File: src/rtl/fe_req_mux.sv
// ============================================================================
// fe_req_mux: synchronised, masked, prioritised device request collector.
// Optional FE_REQ_MUX_ROTATE_EN selects round-robin instead of fixed priority.
// Rev 1.0
// ============================================================================
`default_nettype none

module fe_req_mux #(
  parameter int NCH         = 8,
  parameter int SYNC_STAGES = 2,
  parameter int EDGE_MODE   = 1,
  parameter int PRESC       = 1000,
  parameter int STRETCH     = 15
) (
  input  logic            clk,
  input  logic            reset,
  input  logic [NCH-1:0]  rq_in,
  input  logic [NCH-1:0]  mask,
  input  logic            pend_ack,
  input  logic            ovr_clr,
  output logic [31:0]     req_word,
  output logic            pend_valid,
  output logic [4:0]      pend_chan,
  output logic [NCH-1:0]  overrun,
  output logic [NCH-1:0]  led
);

  localparam int          PW  = (PRESC > 1) ? $clog2(PRESC) : 1;
  localparam logic [3:0]  STR = 4'(STRETCH);

  logic [NCH-1:0] sync_q [SYNC_STAGES];
  logic [NCH-1:0] s;
  logic [NCH-1:0] pending;
  logic [NCH-1:0] qual;
  logic [NCH-1:0] ack_vec;
  logic           accept;

  always_ff @(posedge clk or posedge reset) begin
    if (reset) begin
      for (int k = 0; k < SYNC_STAGES; k++) sync_q[k] <= '0;
    end else begin
      sync_q[0] <= rq_in;
      for (int k = 1; k < SYNC_STAGES; k++) sync_q[k] <= sync_q[k-1];
    end
  end
  assign s = sync_q[SYNC_STAGES-1];

  assign qual   = pending & mask;
  assign accept = pend_ack & pend_valid & (EDGE_MODE != 0);

  always_comb begin
    ack_vec = '0;
    for (int i = 0; i < NCH; i++)
      ack_vec[i] = accept & (pend_chan == 5'(i));
  end

  generate
    if (EDGE_MODE != 0) begin : g_edge
      logic [NCH-1:0] prev;
      logic [NCH-1:0] pend_q;
      logic [NCH-1:0] ovr_q;
      logic [NCH-1:0] rise;

      assign rise = s & ~prev;

      // A rise on the acked channel re-arms it; it is not an overrun.
      always_ff @(posedge clk or posedge reset) begin
        if (reset) begin
          prev   <= '0;
          pend_q <= '0;
          ovr_q  <= '0;
        end else begin
          prev   <= s;
          pend_q <= (pend_q & ~ack_vec) | rise;
          ovr_q  <= (ovr_clr ? '0 : ovr_q) | (rise & pend_q & ~ack_vec);
        end
      end
      assign pending = pend_q;
      assign overrun = ovr_q;
    end else begin : g_level
      wire unused_level = &{1'b0, ovr_clr, ack_vec};
      assign pending = s;
      assign overrun = '0;
    end
  endgenerate

  always_comb begin
    req_word          = '0;
    req_word[NCH-1:0] = qual;
  end

`ifdef FE_REQ_MUX_ROTATE_EN
  logic [4:0] rr;

  always_ff @(posedge clk or posedge reset) begin
    if (reset)
      rr <= '0;
    else if (accept)
      rr <= (pend_chan == 5'(NCH-1)) ? 5'd0 : pend_chan + 5'd1;
  end

  // Lowest qualifier at or above rr wins; otherwise wrap to the lowest overall.
  always_comb begin
    logic hi_found;
    logic [4:0] hi_chan;
    logic [4:0] lo_chan;
    hi_found   = 1'b0;
    hi_chan    = '0;
    lo_chan    = '0;
    pend_valid = 1'b0;
    for (int i = NCH-1; i >= 0; i--) begin
      if (qual[i]) begin
        lo_chan    = 5'(i);
        pend_valid = 1'b1;
        if (5'(i) >= rr) begin
          hi_found = 1'b1;
          hi_chan  = 5'(i);
        end
      end
    end
    pend_chan = hi_found ? hi_chan : lo_chan;
  end
`else
  always_comb begin
    pend_valid = 1'b0;
    pend_chan  = '0;
    for (int i = NCH-1; i >= 0; i--) begin
      if (qual[i]) begin
        pend_valid = 1'b1;
        pend_chan  = 5'(i);
      end
    end
  end
`endif

  logic [PW-1:0] prsc;
  logic          tick;
  logic [3:0]    cnt [NCH];

  assign tick = (prsc == PW'(PRESC-1));

  always_ff @(posedge clk or posedge reset) begin
    if (reset) begin
      prsc <= '0;
      for (int i = 0; i < NCH; i++) cnt[i] <= '0;
    end else begin
      prsc <= tick ? '0 : prsc + 1'b1;
      for (int i = 0; i < NCH; i++) begin
        if (pending[i])
          cnt[i] <= STR;
        else if (tick && cnt[i] != 4'd0)
          cnt[i] <= cnt[i] - 4'd1;
      end
    end
  end

  always_comb begin
    led = '0;
    for (int i = 0; i < NCH; i++)
      led[i] = pending[i] | (cnt[i] != 4'd0);
  end

endmodule

`default_nettype wire

File: config.mk
export PLATFORM = sky130hd
export DESIGN_NAME = fe_req_mux
export DESIGN_NICKNAME = d
export VERILOG_FILES = /design/src/rtl/fe_req_mux.sv
export SDC_FILE = /design/constraint.sdc
export NUM_CORES = 1
export LEC_CHECK = 0
export CORE_MARGIN = 2
export CORE_UTILIZATION = 52
export DETAILED_ROUTE_END_ITERATION = 10
export PLACE_DENSITY_LB_ADDON = 0.12
export SLEW_MARGIN = 10
export SYNTH_ARGS = -nofsm -noshare
export SYNTH_HDL_FRONTEND = slang
export SYNTH_SLANG_ARGS = --single-unit
File: constraint.sdc
create_clock -name clk -period 3.1 [get_ports clk]
set_input_delay 0.31 -clock clk [delete_from_list [all_inputs] [get_ports clk]]
set_output_delay 0.31 -clock clk [all_outputs]
set_load 0.005 [all_outputs]
==> impl_results.md, run 1 <==
* R2R cell count at 6
* Worst-margin pin slew at 0.594 ns
* Via count at 2,695
* Post-synth EDFFs at 0
* Metal3 WL at 298 µm
* RSZ-0062 raised after global routing: no
* Clock Latency Late Sink at 0.34 ns
* Crit Path Max Fanout at 4
* Share of layout cells above drive strength 1 at 7.97%
* Crit-path slowest cell: or3b_2
* Hold-fix buffers, CTS at 0
* Post-CTS Setup Bufs at 0
* Top Layer Used: met4
* Critical Path RT at 2.79 ns
* Clock buffer depth at 2
* Antenna Nets Post-Route at 0
* Post-Synthesis Cells at 356
* FFs w/ async S/R, synth at 100%
* Critical path cell sequence: inv_1 -> ha_1 -> or3b_2 -> or2_2 -> clkdlybuf4s50_1
* CTS tree: built
* DRT met1 WL at 3240 µm
* TNS Setup at 0 ns
* Gr usage total at 17.8%
* # diodes at 0
* CTS root buf: clkbuf_8
* Clock Sinks at 82
* # setup viols final at 0
* Die X at 90.5 µm
* Most frequent cells after synthesis: dfrtp_1, nand2_1, buf_4, inv_1, nor2_1
* Global-route wire length before repair at 11,800 µm
* DRT iter0 DRCs at 126
* Core area at 7250 µm²
* Status: completed
* Cell accounting for the most synthesized area: dfrtp_1
* Height of the die at 90.5 µm
* Drt total wl at 6690 µm
* Synth-to-layout area growth at 18.1%
* Reg2reg end: cnt[30]$_DFFE_PP0P_
* R2R Path Start: prsc[0]$_DFF_PP0_
* Gr ovfl total at 0
* Yosys warnings at 0
* Fmax at 395 MHz
* Slowest stage delay, CP at 0.47 ns
* Arr. time, crit path at 2.22 ns
* Synth Cell Area at 3890 µm²
* Tmin final at 2.53 ns
* DR WL met2 at 3050 µm
* Yosys cell types at 52
* Setup CP Type: register to output port
* Crit end category: output port
* Hold Vio Cnt, Final at 0
* CTS clk-pin slew, worst paths at 0.08 ns
* Main flop type after synthesis: dfrtp_1
* Top cell type's share of synthesized area at 52.8%
* Worst setup path startpoint: cnt[24]$_DFFE_PP0P_
* Vias/cell at 5.25
* Vias in the first global route at 2,548
* CTS Buf Count at 9
* Final GP Congestion at 0.786
* Largest net degree at the start of global routing at 65
* Worst Skew at 0.00561 ns
* Tcrit/Tclk final at 81.7%
* Pre-Repair DR Iteration Count at 4
* Sequential area share after synthesis at 52.8%
* Peak supply drop at 0.000323 V
* Max-cap violations at 0
* Hpwl dp at 4840 µm
* Fill cells at 607
* Most frequent cell after synthesis: dfrtp_1
* Max transition margin at 60.3%
* R2r setup slk at 0.90 ns
* PostCTS Resize Cnt at 0
* Worst setup endpoint: led[1]
* Pwr dens at 465 nW/µm²
* Synthesized area per cell at 10.9 µm²
* DRC at 0
* Wire length per cell at 13.0 µm
* Largest cells by area after synthesis: dfrtp_1, buf_4, ha_1, nand2_1, a211o_1
* Max Slew Vio Count at 0
* Nets at 438
* Initial Utilization at 53.6%
* Die area at 8190 µm²
* Htree depth at 3
* Hold WC Path Type: primary input to asynchronous set/reset pin
* Crit start category: register
* Initial antenna violation count at 0
* LEAKAGE at 2.09 nW
* Number of port buffers at 47
* I/O pins at 74
* Yosys reg bits at 82
* Row cnt at 31
* Total Power at 2.13 mW
-- placed cells by master (no fill, tap or decap), drive strengths merged, types with 5 or more instances in the layout --
cell and count:
nor2b 8, ha 9, dfrtp 82, conb 26
xnor2 12, nor2 21, nand2b 15, nand4 7
o2bb2ai 6, clkdlybuf4s50 47, o21ai 6, clkbuf 10
a211o 12, and3 5, nand2 30, nor3 11
inv 28, nand3 9
-- final cells by class --
class                      count  area [µm²]  area share (%)
tap                           99         124            2.70
clock buffer                  10         138            3.00
timing repair buffer          49         498            10.8
inverter                      27         103            2.23
multi-input combinational    240        1610            34.9
clock inverter                 6        73.8            1.61
sequential                    82        2050            44.7
-- metrics by stage --
| step | util [%] | hold slack (ns) | setup WS [ns] | cell area (µm²) | instances |
|---|---|---|---|---|---|
| floorplan | - | 0.331 | 0.682 | 3980 | 381 |
| global placement | 60.4 | 0.333 | 0.798 | 4380 | 497 |
| detailed placement | 60.4 | 0.335 | 0.787 | 4380 | 497 |
| CTS | 63.3 | 0.230 | 0.551 | 4590 | 513 |
| global route | 63.3 | 0.265 | 0.488 | 4590 | 513 |
| finish | 63.3 | 0.232 | 0.566 | 4590 | 513 |
-- worst min path at each step --
stage	from	to	cells past startpoint
global route	reset	sync_q[9]$_DFF_PP0_	2
finish	reset	g_edge.prev[0]$_DFF_PP0_	2
CTS	reset	sync_q[8]$_DFF_PP0_	2
global placement	sync_q[11]$_DFF_PP0_	s[3]$_DFF_PP0_	0
detailed placement	sync_q[10]$_DFF_PP0_	s[2]$_DFF_PP0_	0
floorplan	sync_q[8]$_DFF_PP0_	s[0]$_DFF_PP0_	0
-- power breakdown --
group	internal (mW)	total, mW	switching, mW
combinational	0.101	0.188	0.0862
sequential	1.11	1.14	0.0364
clock	0.404	0.803	0.399
total	1.61	2.13	0.522
-- layer usage --
layer	GRT usage [%]	up-vias
li1	-	1298
met3	3.34	9
met1	25.6	1309
met2	26.3	79
met4	7.95	0
met5	0	-
-- sequential cells by signal, indices dropped and copies added, names as in the netlist --
signal,flops
sync_q,8
prsc,10
overrun,8
cnt,32
g_edge.prev,8
g_edge.pend_q,8
s,8
-- worst max-delay path: cells and delay by family (launching register included) --
family | cells | cell delay [ns]
adders and majority gates | 1 | 0.21
and+or+nand+nor | 2 | 0.75
buffers and inverters | 2 | 0.53
DFF | 1 | 0.39
-- kinds of logic (layout without fill, tap and decap cells) --
kind of cell	after synthesis	count (layout)	synth area share, %
AO/OA/AOI/OAI	54	54	11.0
other	1	26	0.0964
AND/OR/NAND/NOR	134	134	21.0
multiplexers	3	3	0.772
adder cells (fa/ha/maj)	9	9	2.90
buffers and inverters	59	92	8.37
XOR/XNOR	14	14	3.15
flip-flops	82	82	52.8
Note: power is estimated with default switching activity, not from simulation.
==> run 2: changes to the inputs <==
--- a/config.mk
+++ b/config.mk
@@ -6,7 +6,7 @@
 export NUM_CORES = 1
 export LEC_CHECK = 0
 export CORE_MARGIN = 2
-export CORE_UTILIZATION = 52
+export CORE_UTILIZATION = 47
 export DETAILED_ROUTE_END_ITERATION = 10
 export PLACE_DENSITY_LB_ADDON = 0.12
 export SLEW_MARGIN = 10
==> constraint.sdc (replaced) <==
create_clock -name clk -period 2.08 [get_ports clk]
set_input_delay 0.208 -clock clk [delete_from_list [all_inputs] [get_ports clk]]
set_output_delay 0.208 -clock clk [all_outputs]
set_load 0.005 [all_outputs]
==> run 2 against run 1 <==
  * Sequential power grew 48%
  * Routed wire length up 11%
  * Sequential cell count is the same
  * Setup slack worse by 0.50 ns
  * Power is 56% higher
  * Sequential share of layout area is 3.0 points lower
  * Critical path depth unchanged
  * Cell count increased by 6.6%
  * Non-clock buffer count rose by 28
  * Core utilization decreased by 2.7 points
  * Critical path type unchanged
  * Critical endpoint is now led[5]
  * Largest power group unchanged
==> impl_results.md, run 2 (synthesis gave the netlist of run 1 again) <==
* Largest net degree at the start of global routing at 40
* # setup viols final at 0
* Max reg flops at 32
* Number of port buffers at 47
* Initial Utilization at 47.8%
* Max-cap violations at 0
* Pwr dens at 676 nW/µm²
* CTS tree: built
* Arr. time, crit path at 1.80 ns
* Register bank with the most flops: cnt
* Via count at 2,782
* RSZ-0062 raised after global routing: yes
* Status: completed
* Core area at 8130 µm²
* Vias/cell at 5.09
* Height of the die at 95.0 µm
* Gr ovfl total at 0
* Hpwl dp at 5260 µm
* Setup CP Type: register to output port
* Global-route wire length before repair at 12,300 µm
* Total Power at 3.33 mW
* Hold Vio Cnt, Final at 0
* DRT iter0 DRCs at 120
* Nets at 466
* # diodes at 0
* Largest regs: cnt: 32 flops, prsc: 10 flops
* Max Slew Vio Count at 0
* Hold WC Path Type: primary input to asynchronous set/reset pin
* Pre-Repair DR Iteration Count at 4
* Fill cells at 659
* Clock buffer depth at 2
* Synth-to-layout area growth at 26.7%
* Critical Path RT at 1.87 ns
* Highest-count cells in the layout ignoring fill and taps: dfrtp_1, clkdlybuf4s50_1, nand2_1
* Share of layout cells above drive strength 1 at 18.8%
* Worst hold slack at 0.246 ns
* Register area at 2050 µm²
* Final GP Congestion at 0.790
* Initial antenna violation count at 0
* Die area at 9020 µm²
* Die X at 95.0 µm
* Multi-input gate area at 1690 µm²
* Post-route non-filler standard cell count at 547
* Crit end category: output port
* LEAKAGE at 2.30 nW
* Worst Skew at 0.0121 ns
* Hold-fix buffers, CTS at 0
* I/O pins at 74
* Crit Path Max Fanout at 3
* Vias in the first global route at 2,637
* Most common cell after layout, fill and taps aside: dfrtp_1
* CTS root buf: clkbuf_8
* Drt total wl at 7440 µm
* Max transition margin at 64.1%
* CTS clk-pin slew, worst paths at 0.08 ns
* CTS Buf Count at 9
* Wire length per cell at 13.6 µm
* Crit start category: register
* Tcrit/Tclk final at 96.8%
* Row cnt at 33
* Clock Latency Late Sink at 0.35 ns
* Htree depth at 3
* Antenna Nets Post-Route at 0
* Worst-margin pin slew at 0.538 ns
* Fmax at 497 MHz
* DRC at 0
* Tmin final at 2.01 ns
* Peak supply drop at 0.000408 V
* Gr usage total at 17.7%
* Placed Instances at 520
* Clock Sinks at 82
## run 2: cell count changes in the layout (fill, tap and decap cells not counted), sizes merged, moves of 2 or more
cell / before / now
dlymetal6s2s: 0 / 2
clkinvlp: 0 / 2
buf: 2 / 30
clkinv: 4 / 1
clkdlybuf4s50: 47 / 42
clkbuf: 10 / 12
## run 2: layout make-up
cell class	count	share of cell area, %
multi-input cells	240	34.3
flip-flops and latches	82	41.7
well taps	105	2.67
repair buffers	77	14.6
inverters	27	2.13
clock buffers	11	2.87
clock inverters	5	1.73
## run 2: routing by layer
metal / vias to the layer above / GRT usage [%] / wire [µm]
li1: 1350 / - / -
met4: 0 / 7.85 / 150
met3: 11 / 3.03 / 271
met5: - / 0 / 0
met2: 65 / 27.4 / 3540
met1: 1356 / 24.5 / 3480
## run 2: path summary, 6_finish.rpt
path / to / cells after the start / slack [ns] / start
max reg2reg: cnt[6]$_DFFE_PP0P_ / 6 / 0.20 / prsc[0]$_DFF_PP0_
max: led[5] / 5 / 0.07 / cnt[8]$_DFFE_PP0P_
min in group clk: sync_q[10]$_DFF_PP0_ / 1 / 0.29 / rq_in[2]
min reg2reg: s[3]$_DFF_PP0_ / 0 / 0.35 / sync_q[11]$_DFF_PP0_
max in group asynchronous: cnt[5]$_DFFE_PP0P_ / 3 / 1.26 / reset
min: sync_q[9]$_DFF_PP0_ / 2 / 0.25 / reset
## run 2: per-stage QoR
| stage | util, % | TNS [ns] | setup slack (ns) | cell area [µm²] |
|---|---|---|---|---|
| 2_1_floorplan | - | 0 | 0.285 | 3990 |
| 3_3_place_gp | 55.7 | 0 | 0.0435 | 4530 |
| 3_5_place_dp | 55.7 | 0 | 0.0553 | 4530 |
| 4_1_cts | 59.4 | -0.0110 | -0.0110 | 4830 |
| 5_1_grt | 60.6 | -0.0322 | -0.0305 | 4930 |
| 6_report | 60.6 | 0 | 0.0674 | 4930 |
## run 2: worst max-delay path, cell delays in order (launching register included)
cell and delay (ns):
dfrtp_1 0.40, inv_1 0.09, ha_1 0.24, nor3b_4 0.17
nand2b_1 0.07, clkdlybuf4s50_1 0.49
## run 2: power breakdown
| group | switching, mW | leakage (nW) | internal, mW | total (mW) |
|---|---|---|---|---|
| registers | 0.0357 | 0.863 | 1.65 | 1.69 |
| logic | 0.171 | 1.32 | 0.196 | 0.366 |
| clock network | 0.566 | 0.110 | 0.716 | 1.28 |
| total | 0.772 | 2.30 | 2.56 | 3.33 |
## run 2: repair_timing
action                                  in CTS  in global routing
buffers inserted                             5                  6
endpoints found under the setup margin      10                 11
hold endpoints to repair                     0                  0
gates resized for setup                     16                 19
pin swaps                                    0                  1
==> run 3: changes to the inputs <==
--- a/config.mk
+++ b/config.mk
@@ -5,6 +5,7 @@
 export SDC_FILE = /design/constraint.sdc
 export NUM_CORES = 1
 export LEC_CHECK = 0
+export ABC_CLOCK_PERIOD_IN_PS = 2080
 export CORE_MARGIN = 2
 export CORE_UTILIZATION = 47
 export DETAILED_ROUTE_END_ITERATION = 10
==> results of run 3 <==
Same layout as run 2: the final DEF is identical, and so are final timing and power.
